[src/rtl/snn_pkg.sv]
// Shared constants and types for the spiking-synapse datapath.
package snn_pkg;

    localparam int unsigned SNN_WIDTH       = 8;
    localparam int unsigned SNN_DELAY_DEPTH = 8;
    localparam int unsigned SNN_DSEL_W      = 3;
    localparam int unsigned DECAY_W         = 2;
    localparam int unsigned SHIFT_W         = 3;
    localparam int unsigned CUR_MAX         = (1 << SNN_WIDTH) - 1;

    typedef enum logic {
        IDLE   = 1'b0,
        ACTIVE = 1'b1
    } syn_state_t;

    // Decay select encodes a right shift of sel+1 (1..4).
    function automatic logic [SHIFT_W-1:0] decay_shift(input logic [DECAY_W-1:0] sel);
        return SHIFT_W'(sel) + SHIFT_W'(1);
    endfunction

endpackage

[src/rtl/spike_delay_line.sv]
// Axonal delay: shift register of sampled spikes with a selectable tap.
module spike_delay_line #(
    parameter int unsigned DEPTH = 8,
    parameter int unsigned SEL_W = 3
) (
    input  logic             clk,
    input  logic             rst_n,
    input  logic             spike_in,
    input  logic [SEL_W-1:0] sel,
    output logic             tap_out,
    output logic             any_pending
);

    logic [DEPTH-1:0] dl;

    // Shift a new sample in at stage 0 every edge.
    always_ff @(posedge clk or negedge rst_n) begin
        if (!rst_n) begin
            dl <= '0;
        end else begin
            dl <= {dl[DEPTH-2:0], spike_in};
        end
    end

    assign tap_out = dl[sel];

    // High when the line will still hold a spike after the coming edge.
    assign any_pending = spike_in | (|dl[DEPTH-2:0]);

endmodule

[src/rtl/spike_synapse.sv]
// Spike-to-current synapse: delayed spikes add a weight into a leaky,
// saturating current register.
module spike_synapse
    import snn_pkg::*;
#(
    parameter int unsigned WIDTH       = SNN_WIDTH,
    parameter int unsigned DELAY_DEPTH = SNN_DELAY_DEPTH,
    parameter int unsigned DSEL_W      = SNN_DSEL_W
) (
    input  logic              clk,
    input  logic              rst_n,
    input  logic              spike_in,
    input  logic [WIDTH-1:0]  weight,
    input  logic [DSEL_W-1:0] delay_sel,
    input  logic [1:0]        decay_sel,
    input  logic              load_cfg,
    output logic [WIDTH-1:0]  current,
    output logic              busy
);

    logic [DSEL_W-1:0]  cfg_delay;
    logic [DECAY_W-1:0] cfg_decay;
    logic               ds;
    logic               pending;
    logic [WIDTH-1:0]   leak_c;
    logic [WIDTH:0]     sum_c;
    logic [WIDTH-1:0]   current_nxt;
    syn_state_t         state_q;
    syn_state_t         state_nxt;

    spike_delay_line #(
        .DEPTH (DELAY_DEPTH),
        .SEL_W (DSEL_W)
    ) u_delay (
        .clk         (clk),
        .rst_n       (rst_n),
        .spike_in    (spike_in),
        .sel         (cfg_delay),
        .tap_out     (ds),
        .any_pending (pending)
    );

    // Config registers; the tap sees the old delay on the load edge.
    always_ff @(posedge clk or negedge rst_n) begin
        if (!rst_n) begin
            cfg_delay <= '0;
            cfg_decay <= '0;
        end else if (load_cfg) begin
            cfg_delay <= delay_sel;
            cfg_decay <= decay_sel;
        end
    end

    // Leak with a floor of 1 so current always drains to zero, then add and clip.
    always_comb begin
        leak_c = current >> decay_shift(cfg_decay);
        if (leak_c == '0 && current != '0) begin
            leak_c = WIDTH'(1);
        end
        sum_c = {1'b0, current} - {1'b0, leak_c} + (ds ? {1'b0, weight} : '0);
        current_nxt = sum_c[WIDTH] ? {WIDTH{1'b1}} : sum_c[WIDTH-1:0];
    end

    // Current and state registers; busy mirrors the post-edge state.
    always_ff @(posedge clk or negedge rst_n) begin
        if (!rst_n) begin
            current <= '0;
            state_q <= IDLE;
            busy    <= 1'b0;
        end else begin
            current <= current_nxt;
            state_q <= state_nxt;
            busy    <= (state_nxt == ACTIVE);
        end
    end

    // Activity FSM: ACTIVE while a spike is in flight or current is nonzero.
    always_comb begin
        state_nxt = state_q;
        case (state_q)
            IDLE:    if (pending || current != '0) state_nxt = ACTIVE;
            ACTIVE:  if (!pending && current_nxt == '0) state_nxt = IDLE;
            default: state_nxt = IDLE;
        endcase
    end

endmodule
[config.mk]
export PLATFORM = sky130hd
export DESIGN_NAME = spike_synapse
export DESIGN_NICKNAME = d
export VERILOG_FILES = /design/src/rtl/snn_pkg.sv /design/src/rtl/spike_delay_line.sv /design/src/rtl/spike_synapse.sv
export SDC_FILE = /design/constraint.sdc
export NUM_CORES = 1
export LEC_CHECK = 0
export ABC_AREA = 0
export CORE_MARGIN = 10
export CORE_UTILIZATION = 56
export DETAILED_ROUTE_END_ITERATION = 16
export GPL_ROUTABILITY_DRIVEN = 0
export MAX_ROUTING_LAYER = met4
export PLACE_DENSITY = 0.86
export SYNTH_ARGS = -nofsm -noshare
export SYNTH_HDL_FRONTEND = slang
export SYNTH_HIERARCHICAL = 1
export SYNTH_SLANG_ARGS = --single-unit
[constraint.sdc]
create_clock -name clk -period 7.49 [get_ports clk]
set_input_delay 1.1235 -clock clk [delete_from_list [all_inputs] [get_ports clk]]
set_output_delay 1.1235 -clock clk [all_outputs]
set_load 0.1 [all_outputs]
==> impl_metrics.yaml <==
grt:
  grt_pass1_wl_mm: 6.313
  antenna_found_initial: 0
  gr-total-overflow: 0
  grt_util_all_layers_pct: 14.75
  grt_max_degree: 23
  grt_pass1_vias: 1349
synth:
  synthArstFlopShare_pct: 100.0
  ys.flop_type: "dfrtp_1"
  synth_cell_type_count: 42
  syn_nets: 195
  ys_seq_area_share_pct: 33.41
  netlist_instances: 161
  synth_area_per_cell_um2: 10.23
  synth_warnings: 6
  synth_area_um2: 1648
  ys_seq_elements: 22
  synth_edf_count: 0
final_layout:
  layout-drive-gt1-share_pct: 8.649
  syn_to_final_growth_pct: 17.08
  antenna_cells: 0
  nets: 221
  final_common_cell: "clkdlybuf4s50_1"
  nFillCells: 210
  final_cell_mix: "25 x clkdlybuf4s50_1, 22 x dfrtp_1, 18 x inv_1"
worst_setup_path:
  cp_data_arrival_time_ns: 3.80
  crit_fanout: 12
  endpoint_kind: "register"
  worst-setup-path-type: "reg2reg"
  cp.required_ns: 7.66
  start_kind: "register"
cts:
  cts-root-buf: "clkbuf_4"
  cts_tree: "built"
  clk_pin_slew_ns: 0.12
  clock_latency_ns: 0.30
  clock_path_buffers: 2
  cts-resized-gates: 0
  cts_buffers: 3
  h-tree-depth: 1
  clock_sinks: 22
  cts_setup_buffers: 0
  cts_hold_buf: 0
floorplan:
  die_area_um2: 5512
  core_um2: 2781
  fp-row-count: 19
  die_y_um: 74.25
  io_pins: 26
  start_util_pct: 59.24
  die_w_um: 74.25
timing:
  min_period_ns: 3.627
  slew_violations: 0
  tns_ns: 0
  period_share_pct: 48.42
  setup_viol: 0
  timing.fmax_mhz: 275.7
  rsz0062_at_grt: "false"
  worst_pin_slew_ns: 0.9915
  slew_headroom_pct: 33.69
  fin_skew_ns: 0.003554
  hold_viol: 0
detailed_routing:
  via_per_inst: 6.222
  drt-total-wl_mm: 3.817
  drtIter0Drc: 89
  drtPass1Iterations: 4
  ant_nets: 0
  via_count: 1344
  post_drt_wl_per_cell_um: 17.67
  drc: 0
job:
  cap_violations: 0
worst_hold_path:
  hold_path_class: "reg2reg"
outcome:
  outcome: "complete, no violations"
placement:
  dp_hpwl_mm: 3.061
  port_buffers: 25
==> through the flow <==
step           utilization, %  hold slack [ns]  std cells  setup slack (ns)  instance area [µm²]
6_report                69.37           0.4121        216             3.863                 1929
5_1_grt                 69.37           0.4122        216             3.702                 1929
4_1_cts                 69.37           0.4067        216             3.869                 1929
3_5_place_dp            68.56           0.3816        213             3.597                 1907
3_3_place_gp            68.56           0.3751        213             3.699                 1907
2_1_floorplan               -           0.3665        161             3.889                 1648
==> final cells by class <==
class                   count  area (µm²)  area share (%)
flip-flops and latches     22       550.5           28.53
well taps                  31       38.79           2.010
repair buffers             25       250.2           12.97
inverters                  18       67.56           3.502
multi-input cells         117       999.7           51.82
clock buffers               3       22.52           1.167
==> synth_stat cells, drive strengths merged, types with 2 or more instances <==
library cell	number	share of area, %
a21o	4	1.8
fa	7	8.5
mux4	5	7.3
nor2	10	2.3
and2	2	0.76
nand2b	3	1.1
nor4	3	1.1
ha	10	7.6
o21ai	5	1.5
a211oi	2	0.91
dfrtp	22	33
nand3b	4	1.8
nand4	4	1.5
mux2i	3	1.8
nand2	15	3.4
xor2	3	2.1
inv	18	4.1
xnor2	3	1.6
nor3	4	1.2
mux2	6	4.1
a21oi	9	3.0
buf	4	1.8
==> cells by family (layout without fill, tap and decap cells) <==
logic type / Yosys count / in the layout / share of synthesized area [%]
muxes: 14 / 14 / 13.21
AOI/OAI and AO/OA: 27 / 27 / 10.78
buffers and inverters: 22 / 46 / 5.922
xor gates and xnor gates: 6 / 6 / 3.645
and+or+nand+nor: 53 / 53 / 16.93
adders and majority gates: 17 / 17 / 16.10
DFF: 22 / 22 / 33.41
==> sequential cells by signal, summed over array words and instances, names as in the netlist <==
signal / cells
cfg_decay: 2
cfg_delay: 3
current: 8
state_q: 1
u_delay/dl: 8
==> worst max-delay path, cell delays in order, from the launching register on <==
cell	delay, ns
dfrtp_1	0.65
mux4_2	0.57
a41o_1	0.23
ha_1	0.28
inv_1	0.04
ha_1	0.21
fa_1	0.42
a21o_1	0.23
a21o_1	0.21
a21oi_2	0.17
xor2_2	0.30
nand4_1	0.15
==> per-layer routing <==
| layer | GRT usage (%) | vias to the layer above | part of all wire, % |
|---|---|---|---|
| li1 | - | 626 | - |
| met5 | - | - | 0 |
| met1 | 18.53 | 665 | 44 |
| met3 | 2.793 | 4 | 6.1 |
| met2 | 23.20 | 49 | 49 |
| met4 | 5.285 | 0 | 1.3 |
==> worst paths after layout <==
kind	from	endpoint	slack [ns]	cells after the start
setup / recovery	cfg_decay[0]	current[6]	3.86	11
hold / removal	u_delay/dl[5]	u_delay/dl[6]	0.41	0
setup reg to reg	cfg_decay[0]	current[6]	3.86	11
hold reg to reg	u_delay/dl[5]	u_delay/dl[6]	0.41	0
max in group asynchronous	rst_n	current[7]	5.57	1
min in group asynchronous	rst_n	u_delay/dl[4]	1.34	1
Power is left out: the tool's default activity adds up to more than one toggle a clock period on the data nets, which glitch-free logic cannot reach.
